### config.mk
export PLATFORM = sky130hd
export DESIGN_NAME = mips_muldiv_ctrl_flat
export DESIGN_NICKNAME = d
export VERILOG_FILES = /design/src/rtl/mips_pkg.sv /design/src/rtl/mips_muldiv_ctrl_if.sv /design/src/rtl/mips_muldiv_step.sv /design/src/rtl/mips_muldiv_ctrl.sv /design/src/flat_wrapper.sv
export SDC_FILE = /design/constraint.sdc
export NUM_CORES = 1
export LEC_CHECK = 0
export CAP_MARGIN = 5
export CORE_ASPECT_RATIO = 1.1
export CORE_UTILIZATION = 40
export CTS_CLUSTER_DIAMETER = 120
export DETAILED_ROUTE_END_ITERATION = 7
export PLACE_DENSITY = 0.71
export SLEW_MARGIN = 20
export SYNTH_ARGS = -nofsm -noshare
export SYNTH_HDL_FRONTEND = slang
export SYNTH_SLANG_ARGS = --single-unit
export TNS_END_PERCENT = 100
### constraint.sdc
create_clock -name clk -period 3.9 [get_ports clk]
set_input_delay 0.585 -clock clk [delete_from_list [all_inputs] [get_ports clk]]
set_output_delay 0.585 -clock clk [all_outputs]
set_load 0.02 [all_outputs]
### src/rtl/mips_pkg.sv
// rtl/mips_pkg.sv - shared op/state encodings for the HI/LO multiply-divide unit
package mips_pkg;
   localparam int ITER_COUNT = 32;

   typedef enum logic [2:0] {
      OP_MULT  = 3'd0,
      OP_MULTU = 3'd1,
      OP_DIV   = 3'd2,
      OP_DIVU  = 3'd3,
      OP_MTHI  = 3'd4,
      OP_MTLO  = 3'd5
   } op_e;

   typedef enum logic [1:0] {
      IDLE  = 2'd0,
      RUN   = 2'd1,
      FIXUP = 2'd2
   } state_e;

   function automatic logic [31:0] abs32(input logic [31:0] v);
      return v[31] ? (32'd0 - v) : v;
   endfunction
endpackage

### src/rtl/mips_muldiv_ctrl_if.sv
// rtl/mips_muldiv_ctrl_if.sv - issue/result bundle between decode and the HI/LO unit
interface mips_muldiv_ctrl_if;
   import mips_pkg::*;

   logic        start;
   op_e         op;
   logic [31:0] src_a;
   logic [31:0] src_b;
   logic        rd_hilo;
   logic        ready;
   logic        stall;
   logic        done;
   logic [31:0] hi;
   logic [31:0] lo;

   modport master (
      output start, op, src_a, src_b, rd_hilo,
      input  ready, stall, done, hi, lo
   );

   modport slave (
      input  start, op, src_a, src_b, rd_hilo,
      output ready, stall, done, hi, lo
   );
endinterface

### src/rtl/mips_muldiv_step.sv
// rtl/mips_muldiv_step.sv - one-bit-per-cycle unsigned shift-add multiply / restoring divide
module mips_muldiv_step (
   input  logic        clk,
   input  logic        reset,
   input  logic        load_i,
   input  logic        run_i,
   input  logic        is_div_i,
   input  logic [31:0] a_i,
   input  logic [31:0] b_i,
   output logic [63:0] acc_o
);
   logic [63:0] acc_q, acc_d;
   logic [31:0] b_q, b_d;
   logic [32:0] sum;
   logic [64:0] shifted;
   logic [32:0] diff;

   // multiply: acc = {partial product, remaining multiplier bits}
   // divide:   acc = {partial remainder, dividend bits / quotient bits}
   always_comb begin
      acc_d   = acc_q;
      b_d     = b_q;
      sum     = {1'b0, acc_q[63:32]} + {1'b0, b_q};
      shifted = {acc_q, 1'b0};
      diff    = shifted[64:32] - {1'b0, b_q};
      if (load_i) begin
         acc_d = {32'd0, a_i};
         b_d   = b_i;
      end else if (run_i) begin
         if (is_div_i) begin
            if (shifted[64:32] >= {1'b0, b_q})
               acc_d = {diff[31:0], shifted[31:1], 1'b1};
            else
               acc_d = shifted[63:0];
         end else begin
            acc_d = acc_q[0] ? {sum, acc_q[31:1]} : {1'b0, acc_q[63:1]};
         end
      end
   end

   always_ff @(posedge clk) begin
      if (reset) begin
         acc_q <= '0;
         b_q   <= '0;
      end else begin
         acc_q <= acc_d;
         b_q   <= b_d;
      end
   end

   assign acc_o = acc_q;
endmodule

### src/rtl/mips_muldiv_ctrl.sv
// rtl/mips_muldiv_ctrl.sv - HI/LO owner: issue FSM, sign handling and result write-back
module mips_muldiv_ctrl
   import mips_pkg::*;
(
   input  logic                clk,
   input  logic                reset,
   mips_muldiv_ctrl_if.slave   bus
);
   state_e      state_q, state_d;
   logic [4:0]  count_q, count_d;
   logic [31:0] hi_q, hi_d, lo_q, lo_d;
   logic        done_q, done_d;
   logic        is_div_q, is_div_d;
   logic        neg_q, neg_d;
   logic        neg_rem_q, neg_rem_d;
   logic        load, run, signed_op, zero_div, op_div;
   logic [31:0] a_op, b_op, quo, rem;
   logic [63:0] acc, prod;

   mips_muldiv_step u_step (
      .clk      (clk),
      .reset    (reset),
      .load_i   (load),
      .run_i    (run),
      .is_div_i (is_div_q),
      .a_i      (a_op),
      .b_i      (b_op),
      .acc_o    (acc)
   );

   assign prod = neg_q ? (64'd0 - acc) : acc;
   assign quo  = neg_q ? (32'd0 - acc[31:0]) : acc[31:0];
   assign rem  = neg_rem_q ? (32'd0 - acc[63:32]) : acc[63:32];

   always_comb begin
      state_d   = state_q;
      count_d   = count_q;
      hi_d      = hi_q;
      lo_d      = lo_q;
      done_d    = 1'b0;
      is_div_d  = is_div_q;
      neg_d     = neg_q;
      neg_rem_d = neg_rem_q;
      load      = 1'b0;
      run       = 1'b0;
      op_div    = (bus.op == OP_DIV) || (bus.op == OP_DIVU);
      zero_div  = op_div && (bus.src_b == 32'd0);
      // a zero divisor runs unsigned on raw operands so hi comes back as src_a
      signed_op = ((bus.op == OP_MULT) || (bus.op == OP_DIV)) && !zero_div;
      a_op      = signed_op ? abs32(bus.src_a) : bus.src_a;
      b_op      = signed_op ? abs32(bus.src_b) : bus.src_b;
      case (state_q)
         IDLE: begin
            if (bus.start) begin
               case (bus.op)
                  OP_MTHI: hi_d = bus.src_a;
                  OP_MTLO: lo_d = bus.src_a;
                  OP_MULT, OP_MULTU, OP_DIV, OP_DIVU: begin
                     load      = 1'b1;
                     is_div_d  = op_div;
                     neg_d     = signed_op && (bus.src_a[31] ^ bus.src_b[31]);
                     neg_rem_d = signed_op && bus.src_a[31];
                     count_d   = 5'(ITER_COUNT - 1);
                     state_d   = RUN;
                  end
                  default: ;
               endcase
            end
         end
         RUN: begin
            run = 1'b1;
            if (count_q == 5'd0)
               state_d = FIXUP;
            else
               count_d = count_q - 5'd1;
         end
         FIXUP: begin
            hi_d    = is_div_q ? rem : prod[63:32];
            lo_d    = is_div_q ? quo : prod[31:0];
            done_d  = 1'b1;
            state_d = IDLE;
         end
         default: state_d = IDLE;
      endcase
   end

   always_ff @(posedge clk) begin
      if (reset) begin
         state_q   <= IDLE;
         count_q   <= '0;
         hi_q      <= '0;
         lo_q      <= '0;
         done_q    <= 1'b0;
         is_div_q  <= 1'b0;
         neg_q     <= 1'b0;
         neg_rem_q <= 1'b0;
      end else begin
         state_q   <= state_d;
         count_q   <= count_d;
         hi_q      <= hi_d;
         lo_q      <= lo_d;
         done_q    <= done_d;
         is_div_q  <= is_div_d;
         neg_q     <= neg_d;
         neg_rem_q <= neg_rem_d;
      end
   end

   assign bus.ready = (state_q == IDLE);
   assign bus.stall = bus.rd_hilo && !bus.ready;
   assign bus.done  = done_q;
   assign bus.hi    = hi_q;
   assign bus.lo    = lo_q;
endmodule

### src/flat_wrapper.sv
// flat-port wrapper written by rule: the top's interface ports become plain ports
module mips_muldiv_ctrl_flat import mips_pkg::*;
  (clk, reset, bus_start, bus_op, bus_src_a, bus_src_b, bus_rd_hilo, bus_ready, bus_stall, bus_done, bus_hi, bus_lo);
  mips_muldiv_ctrl_if bus_i ();
  input  logic clk;
  input  logic reset;
  input wire logic [$bits(bus_i.start)-1:0] bus_start;
  input wire logic [$bits(bus_i.op)-1:0] bus_op;
  input wire logic [$bits(bus_i.src_a)-1:0] bus_src_a;
  input wire logic [$bits(bus_i.src_b)-1:0] bus_src_b;
  input wire logic [$bits(bus_i.rd_hilo)-1:0] bus_rd_hilo;
  output wire logic [$bits(bus_i.ready)-1:0] bus_ready;
  output wire logic [$bits(bus_i.stall)-1:0] bus_stall;
  output wire logic [$bits(bus_i.done)-1:0] bus_done;
  output wire logic [$bits(bus_i.hi)-1:0] bus_hi;
  output wire logic [$bits(bus_i.lo)-1:0] bus_lo;
  assign bus_i.start = bus_start;
  assign bus_i.op = bus_op;
  assign bus_i.src_a = bus_src_a;
  assign bus_i.src_b = bus_src_b;
  assign bus_i.rd_hilo = bus_rd_hilo;
  assign bus_ready = bus_i.ready;
  assign bus_stall = bus_i.stall;
  assign bus_done = bus_i.done;
  assign bus_hi = bus_i.hi;
  assign bus_lo = bus_i.lo;
  mips_muldiv_ctrl u_core (.clk(clk), .reset(reset), .bus(bus_i));
endmodule
======== Word level (Yosys, flattened, before mapping) ========
Index checks and enable logic that the tools add are counted.
word-level totals
  bits of input ports ..................... 71
  register bits after elaboration ......... 171
  output and inout port bits .............. 67
  word-level logic and storage cells ...... 90
operators by class
  equal/unequal tests ..................... 13
  add/subtract/negate cells ............... 8
  muxes and demuxes ....................... 33
  bitwise gates (word level) .............. 1
  magnitude comparators ................... 1
  reduce and logical (&&, ||, !) cells .... 23
operators by type and width
  cell                                                 count
  two-way mux 32 bit                                   14
  two-way mux 64 bit                                   4
  case mux 32 bit (2 select lines)                     2
  subtractor 1 x 32 -> 32 bit, first input constant    4
  subtractor 1 x 64 -> 64 bit, first input constant    1
  adder 32 x 32 -> 33 bit                              1
  greater-or-equal comparator 33 x 32 -> 1 bit         1
  zero test 32 bit                                     1
  subtractor 32 bit                                    1
  two-way mux 5 bit                                    3
  AND reduction 3 bit                                  4
  != test 2 bit, second input constant                 5
  case mux 5 bit (2 select lines)                      1
  equality test 3 x 2 -> 1 bit, second input constant  2
  equality test 3 bit, second input constant           2
  two-way mux 2 bit                                    3
  nonzero test 2 bit                                   3
  logical AND 1 bit                                    5
  zero test 5 bit                                      1
  two-way mux 1 bit                                    5
  subtractor 5 x 1 -> 5 bit, second input constant     1
  case mux 2 bit (2 select lines)                      1
  AND reduction 4 bit                                  1
  OR reduction 4 bit                                   1
  10 further kinds                                     12

======== Longest topological paths before layout ========
Gate-level depths: netlist of the first run.
  word-level depth ........................ 7
  gate-level depth with buffers ........... 14
  depth with buffers taken out ............ 12

======== By module ========
From an unflattened synthesis of the first run, not the netlist that was laid out.
second synthesis, totals
  cells, all modules ...................... 1996
  area, all modules ....................... 14848.0 µm²
modules (own cells, without submodules)
  module            instances  cells an instance  sequential area each (µm²)  area an instance (µm²)
  mips_muldiv_step  1          1142               1921.8                      8453.1
  mips_muldiv_ctrl  1          854                1501.4                      6394.9

======== Worst setup path after synthesis of the first run ========
OpenSTA, ideal clock, no wires.
  path type ............................... in2reg
  start point ............................. input bus_src_a[0]
  end point ............................... register u_core.u_step.acc_q[28], in the netlist u_core.u_step.acc_o[28]
  data arrival time ....................... 2.866 ns
  setup slack ............................. 0.948 ns
  data required time ...................... 3.814 ns
  library setup time ...................... 0.086 ns
  path buffers ............................ 0
  cell stages on the path ................. 10
  cells stage by stage .................... inv_1 -> ha_1 -> nor2b_1 -> nand4b_1 -> or4_1 -> or4_1 -> o31ai_2 -> xnor2_1 -> o21ai_1 -> a211oi_1
between the ends
  cells in the longest elaborated chain, start to end .. 4
ends and longest elaborated chain
  item                         line                    RTL
  start, declared              flat_wrapper.sv:9       input wire logic [$bits(bus_i.src_a)-1:0] bus_src_a;
  subtractor 1 x 32 -> 32 bit  mips_pkg.sv:21          return v[31] ? (32'd0 - v) : v;
  two-way mux 32 bit           mips_pkg.sv:21
  two-way mux 32 bit           mips_muldiv_ctrl.sv:50  a_op = signed_op ? abs32(bus.src_a) : bus.src_a;
  two-way mux 32 bit           mips_muldiv_step.sv:26  if (load_i) begin
  end signal, assigned         mips_muldiv_step.sv:43  acc_q <= '0;
  end signal, assigned         mips_muldiv_step.sv:46  acc_q <= acc_d;
  end, declared                mips_muldiv_step.sv:12  logic [63:0] acc_q, acc_d;
No other way between the ends.
A chain may end at the register's enable or synchronous reset.

======== Final worst setup path of the first run ========
  start point ............................. register u_core.u_step.acc_q[39], in the netlist u_core.u_step.acc_o[39]
  end point ............................... register u_core.u_step.acc_q[63], in the netlist u_core.u_step.acc_o[63]
between the ends
  cells in the longest elaborated chain, start to end .. 3
  elaborated cells on any way between the ends .. 6
  classes of those cells .................. add/sub: 2; order compare: 1; mux: 3
ends and longest elaborated chain
  item                                                   line                                            RTL
  adder 32 x 32 -> 33 bit, or another cell as far along  mips_muldiv_step.sv:23                          sum = {1'b0, acc_q[63:32]} + {1'b0, b_q};
  two-way mux 64 bit, on equally long branches           mips_muldiv_step.sv:36, mips_muldiv_step.sv:31
  two-way mux 64 bit (*)                                 mips_muldiv_step.sv:30                          if (is_div_i) begin
Every way passes the cells marked *; elsewhere a longest branch is shown, timed or not.

==> impl_metrics.csv, run 1 <==
group,metric,value,unit
outcome,status,"finished, final reports clean",
floorplan,fp.dieW,183,um
pwr,power.density,340,nW/um^2
hold_path,hold_path_end,"u_core.bus.lo[1]",
global_routing,grt_max_degree,84,
floorplan,die_area,36800,um^2
critical_path,cp-start-kind,"flop",
placement,portBuffers,137,
clock_tree,clockBufferDepth,2,
logic_synthesis,synth_compound_area_frac,0.294,
logic_synthesis,synth_async_sr_flop_share,0,
timing,period_minus_slack,3570,ps
logic_synthesis,synth_adder_area_share,0.0636,
logic_synthesis,synth_cell_types,77,
logic_synthesis,synth_mux_area_frac,0.0526,
critical_path,critPathKind,"reg2reg",
clock_tree,cts_setup_buffers,0,
placement,hpwl,40300,um
clock_tree,cts_num_sinks,171,
global_routing,grt-ovfl-total,0,
timing,max_slew_margin,0.282,
critical_path,regToRegSetupSlack,330,ps
drt,top_layer,"met4",
final_layout,fillers,3527,
drt,route.detailed.drc,0,
clock_tree,cts_tree,"done",
global_routing,antenna_found_initial,0,
critical_path,critical_path.endpoint_type,"flop",
timing,worst_pin_slew,1070,ps
floorplan,start_util,0.408,
drt,drt-met1-wl,21900,um
clock_tree,h-tree-depth,4,
final_layout,fin_cells,2563,
logic_synthesis,synth_top_area_frac,0.238,
timing,slew_violations,0,
logic_synthesis,synth-simple-area-share,0.202,
timing,min_period_over_period,0.915,
final_layout,ff_latch_area,3430,um^2
critical_path,startpoint,"u_core.u_step.acc_o[39]",
flow_run,maxCapViolCount,0,
final_layout,fin_area,17200,um^2
floorplan,rows,72,
drt,wire_per_inst,20.7,um
logic_synthesis,synth_top_family_by_area,"compound AO/OA/AOI/OAI gates",
logic_synthesis,synthCells,1959,
timing,final-setup-viol-count,0,
drt,dr_wl_met2,25300,um
logic_synthesis,ys_warn_count,0,
placement,place_congestion,0.972,
placement,postPlaceCellArea,16600,um^2
logic_synthesis,synth-main-ff-cell,"dfxtp_1",
critical_path,r2r_start,"u_core.u_step.acc_o[39]",
clock_tree,cts_resized,0,
logic_synthesis,synthXorXnorAreaFrac,0.0979,
global_routing,grt_pass1_vias,14681,
drt,detailroute.via_count,15629,
critical_path,cp.arrival,3910,ps
drt,first_pass_iters,6,
floorplan,chipHeight,201,um
timing,finalHoldViolCount,0,
final_layout,area_delta_synth_final,19.1,%
critical_path,r2r-end,"u_core.u_step.acc_o[63]",
logic_synthesis,ys_top_cells_by_area,"dfxtp_1, a21oi_1, ha_1, nor2_1, xor2_1",
logic_synthesis,synth_edf_count,0,
pwr,power.leakage,6.67,nW
final_layout,mostFrequentLayoutCell,"a21oi_1",
placement,dp.cells,2531,
critical_path,crit_slowest_cell,"dfxtp_1",
global_routing,grt_pass1_wl,82400,um
logic_synthesis,netlist_area,14400,um^2
clock_tree,numCtsBuffers,17,
drt,postRouteAntennaNets,0,
logic_synthesis,syn_avg_cell_area,7.35,um^2
critical_path,ff2ff_path_depth,10,
timing,rsz0062_at_grt,"no",
pwr,peakVddDrop,0.000334,V
critical_path,worstPathCellList,"ha_1 > a21oi_1 > o21ai_0 > and3_1 > a311oi_1 > a31oi_1 > a41o_1 > and3_1 > o31ai_1 > a21oi_1",
hold_path,min_from,"u_core.bus.lo[1]",
logic_synthesis,synth_seq_cells,171,
logic_synthesis,syn_nets,2102,
logic_synthesis,synth_seq_area_share,0.238,
clock_tree,cts-root-buf,"clkbuf_16",
hold_path,whs_path_depth,2,
timing,finalClockSkew,14.0,ps
drt,vias_per_cell,6.10,
floorplan,pin_count,138,
clock_tree,cts_hold_buffers,0,
timing,timing.hold.ws,462,ps
hold_path,hold_class,"reg2reg",
final_layout,mostFrequentLayoutCells,"a21oi_1, nor2_1, dfxtp_1",
clock_tree,clk_pin_slew,70,ps
final_layout,drive_gt1_frac,0.0773,
timing,max_clock_freq,280,MHz
final_layout,n_antenna_cell,0,
critical_path,critPathMaxStageDelay,680,ps
final_layout,multi_input_area,10300,um^2
logic_synthesis,yosysTopAreaCell,"dfxtp_1",
drt,wl_met3,3660,um
global_routing,gr-usage-all-layers,0.287,
floorplan,coreArea,35300,um^2
drt,wl,53100,um
clock_tree,clk_latency,460,ps
drt,drt_iter0_drc,1689,
final_layout,fin_nets,2212,
critical_path,required,4250,ps
critical_path,worstPathMaxFanout,11,
how the worst max path moves through the flow:
| stage | to | slack [ps] | depth (start not counted) |
|---|---|---|---|
| CTS | u_core.u_step.acc_o[55] | 440 | 11 |
| global placement | u_core.u_step.acc_o[11] | 40 | 10 |
| detailed placement | u_core.u_step.acc_o[6] | -30 | 10 |
| global route | u_core.u_step.acc_o[6] | 170 | 10 |
| finish | u_core.u_step.acc_o[63] | 330 | 10 |
| floorplan | u_core.u_step.acc_o[28] | 950 | 10 |
routing by layer:
| layer | global-route usage | vias up |
|---|---|---|
| met4 | 0.131 | 0 |
| li1 | - | 7390 |
| met2 | 0.487 | 703 |
| met5 | 0 | - |
| met3 | 0.0425 | 125 |
| met1 | 0.356 | 7411 |
worst max-delay path, delay by kind of cell, from the launching register on:
kind | cells | cell delay [ps]
adders and majority gates | 1 | 410
DFF | 1 | 680
and+or+nand+nor | 2 | 390
AOI/OAI and AO/OA | 7 | 1960
flip-flops by register name (all words and copies together) (netlist names):
name,count
u_core.neg_rem_q,1
u_core.neg_q,1
u_core.bus.hi,32
u_core.state_q,2
u_core.bus.done,1
u_core.u_step.acc_o,64
u_core.is_div_q,1
u_core.u_step.b_q,32
u_core.count_q,5
u_core.bus.lo,32
where the power goes:
part	leakage (nW)	internal (mW)	switching [mW]	total [mW]
clock network	0.288	0.950	0.832	1.78
registers	1.40	1.86	0.154	2.01
logic	4.99	0.808	1.24	2.05
kinds of logic after synthesis:
group / after synthesis
flip-flops: 171
multiplexers: 75
AO/OA/AOI/OAI: 675
buffers and inverters: 195
adder cells (fa/ha/maj): 72
AND/OR/NAND/NOR: 610
XOR/XNOR: 161
synthesized netlist by cell type, drive strengths merged, types with 26 or more instances:
master	instances
dfxtp	171
clkbuf	116
a21oi	231
ha	70
a31oi	26
xnor2	71
or3	28
o31ai	35
xor2	90
o21ai	138
a211oi	103
nor3	30
nand2	150
nor2	227
nand3	42
mux2i	69
inv	63
stage by stage:
step                      setup TNS [ps]   util  power, mW  setup WS (ps)
after floorplan                        0      -       3.31            948
after CTS                              0  0.486       5.81            435
final                                  0  0.486       5.84            332
after global routing                   0  0.486       6.10            168
after global placement                 0  0.469       4.02           42.8
after detailed placement           -68.0  0.469       4.04          -33.1
layout make-up:
cell class	count	area share
inverters	63	0.0138
well taps	481	0.0351
multi-input cells	1593	0.598
clock inverters	12	0.00729
flip-flops and latches	171	0.200
repair buffers	223	0.119
clock buffers	20	0.0273
Note: power is estimated with default switching activity, not from simulation.
==> run 2: changes to the inputs <==
SLEW_MARGIN = unset   (was 20)
==> results of run 2 <==
Same layout as run 1: the final DEF is identical, and so are final timing and power.
==> run 3: changes to the inputs <==
CORE_ASPECT_RATIO = unset   (was 1.1)
CORE_MARGIN = 4   (was unset)
==> impl_metrics.csv, run 3 (synthesis results as in run 1) <==
group,metric,value,unit
floorplan,pin_count,138,
placement,dp.cells,2509,
floorplan,chipHeight,198,um
global_routing,grt-ovfl-total,0,
final_layout,n_antenna_cell,0,
clock_tree,h-tree-depth,4,
drt,wl,54000,um
floorplan,start_util,0.405,
critical_path,critPathKind,"reg2reg",
drt,detailroute.via_count,15585,
drt,drt_iter0_drc,1546,
timing,worst_pin_slew,1200,ps
clock_tree,numCtsBuffers,17,
timing,finalHoldViolCount,0,
final_layout,fin_util,0.482,
floorplan,fp.dieW,198,um
placement,postPlaceCellArea,16500,um^2
final_layout,fin_area,17200,um^2
final_layout,fin_cells,2540,
critical_path,cp-start-kind,"flop",
timing,max_slew_margin,0.199,
global_routing,antenna_found_initial,0,
clock_tree,cts_setup_buffers,0,
flow_run,maxCapViolCount,0,
pwr,finalPower,5.91,mW
pwr,power.density,345,nW/um^2
critical_path,critical_path.endpoint_type,"flop",
timing,rsz0062_at_grt,"no",
placement,portBuffers,137,
outcome,status,"finished, final reports clean",
timing,slew_violations,0,
clock_tree,clk_latency,450,ps
final_layout,mostFrequentLayoutCells,"a21oi_1, nor2_1, dfxtp_1",
critical_path,critPathMaxStageDelay,550,ps
placement,place_congestion,1.01,
critical_path,cp.arrival,4020,ps
critical_path,crit_slowest_cell,"dfxtp_1",
final_layout,area_delta_synth_final,19.1,%
drt,wire_per_inst,21.2,um
floorplan,die_area,39100,um^2
critical_path,worstPathMaxFanout,9,
placement,hpwl,41200,um
timing,final-setup-viol-count,0,
floorplan,coreArea,35600,um^2
clock_tree,cts_num_sinks,171,
drt,vias_per_cell,6.14,
final_layout,drive_gt1_frac,0.0765,
clock_tree,cts_resized,0,
final_layout,fin_nets,2210,
global_routing,grt_max_degree,93,
timing,finalSetupTns,0,ps
timing,setup_ws,257,ps
critical_path,worstPathCellList,"ha_1 > a211oi_1 > o21ai_0 > a21oi_1 > o31ai_1 > a221oi_1 > o211ai_1 > mux2i_1 > o21a_1 > a41oi_1",
clock_tree,cts_tree,"done",
pwr,peakVddDrop,0.000337,V
drt,postRouteAntennaNets,0,
clock_tree,cts-root-buf,"clkbuf_16",
timing,min_period_over_period,0.934,
timing,timing.hold.ws,462,ps
timing,finalClockSkew,15.7,ps
hold_path,hold_class,"reg2reg",
timing,max_clock_freq,274,MHz
global_routing,gr-usage-all-layers,0.267,
clock_tree,clockBufferDepth,2,
final_layout,largest_reg_flops,64,
drt,route.detailed.drc,0,
floorplan,rows,69,
critical_path,required,4280,ps
timing,period_minus_slack,3640,ps
global_routing,grt_pass1_vias,14786,
pwr,power.leakage,6.68,nW
clock_tree,clk_pin_slew,80,ps
clock_tree,cts_hold_buffers,0,
drt,first_pass_iters,7,
placement,dp_slack,8.91,ps
final_layout,mostFrequentLayoutCell,"a21oi_1",
global_routing,grt_pass1_wl,83300,um
==> run 3: cell types whose count changed in the layout (fill, tap and decap cells not counted), sizes merged <==
cell      previous run  this run
bufinv               1         3
inv                 68        66
buf                 87        85
clkinvlp             1         2
clkinv               5         3
==> run 3: final timing paths <==
path,startpoint,to,slack [ps],cells after the start
worst max-delay path,u_core.u_step.acc_o[33],u_core.u_step.acc_o[62],260,10
worst min-delay path,u_core.bus.lo[1],u_core.bus.lo[1],460,2
worst max register to register,u_core.u_step.acc_o[33],u_core.u_step.acc_o[62],260,10
worst min register to register,u_core.bus.lo[1],u_core.bus.lo[1],460,2
==> run 3: critical path: cells and delay by family, from the launching register on <==
kind / cells / cell delay [ps]
fa+ha+maj: 1 / 320
mux: 1 / 210
flops: 1 / 550
compound gates: 8 / 2490
==> run 3: metal layers <==
metal  vias up  global-route usage  share of wire
met3       136              0.0373          0.083
li1       7395                   -              -
met1      7292               0.348           0.41
met5         -                   0              0
met2       762               0.445           0.46
met4         0               0.106          0.038
==> run 3: report_power, final <==
part	total, mW	switching, mW	internal [mW]	leakage [nW]
clock	1.87	0.804	1.07	0.301
combinational	2.03	1.23	0.799	4.98
sequential	2.01	0.149	1.86	1.40
==> run 3: layout make-up <==
| type | count | area [um^2] |
|---|---|---|
| fill | 3572 | 18400 |
| multi-input combinational | 1593 | 10300 |
| sequential | 171 | 3430 |
| timing repair buffer | 221 | 2020 |
| tap | 461 | 577 |
| clock buffer | 20 | 467 |
| inverter | 63 | 236 |
| clock inverter | 11 | 160 |
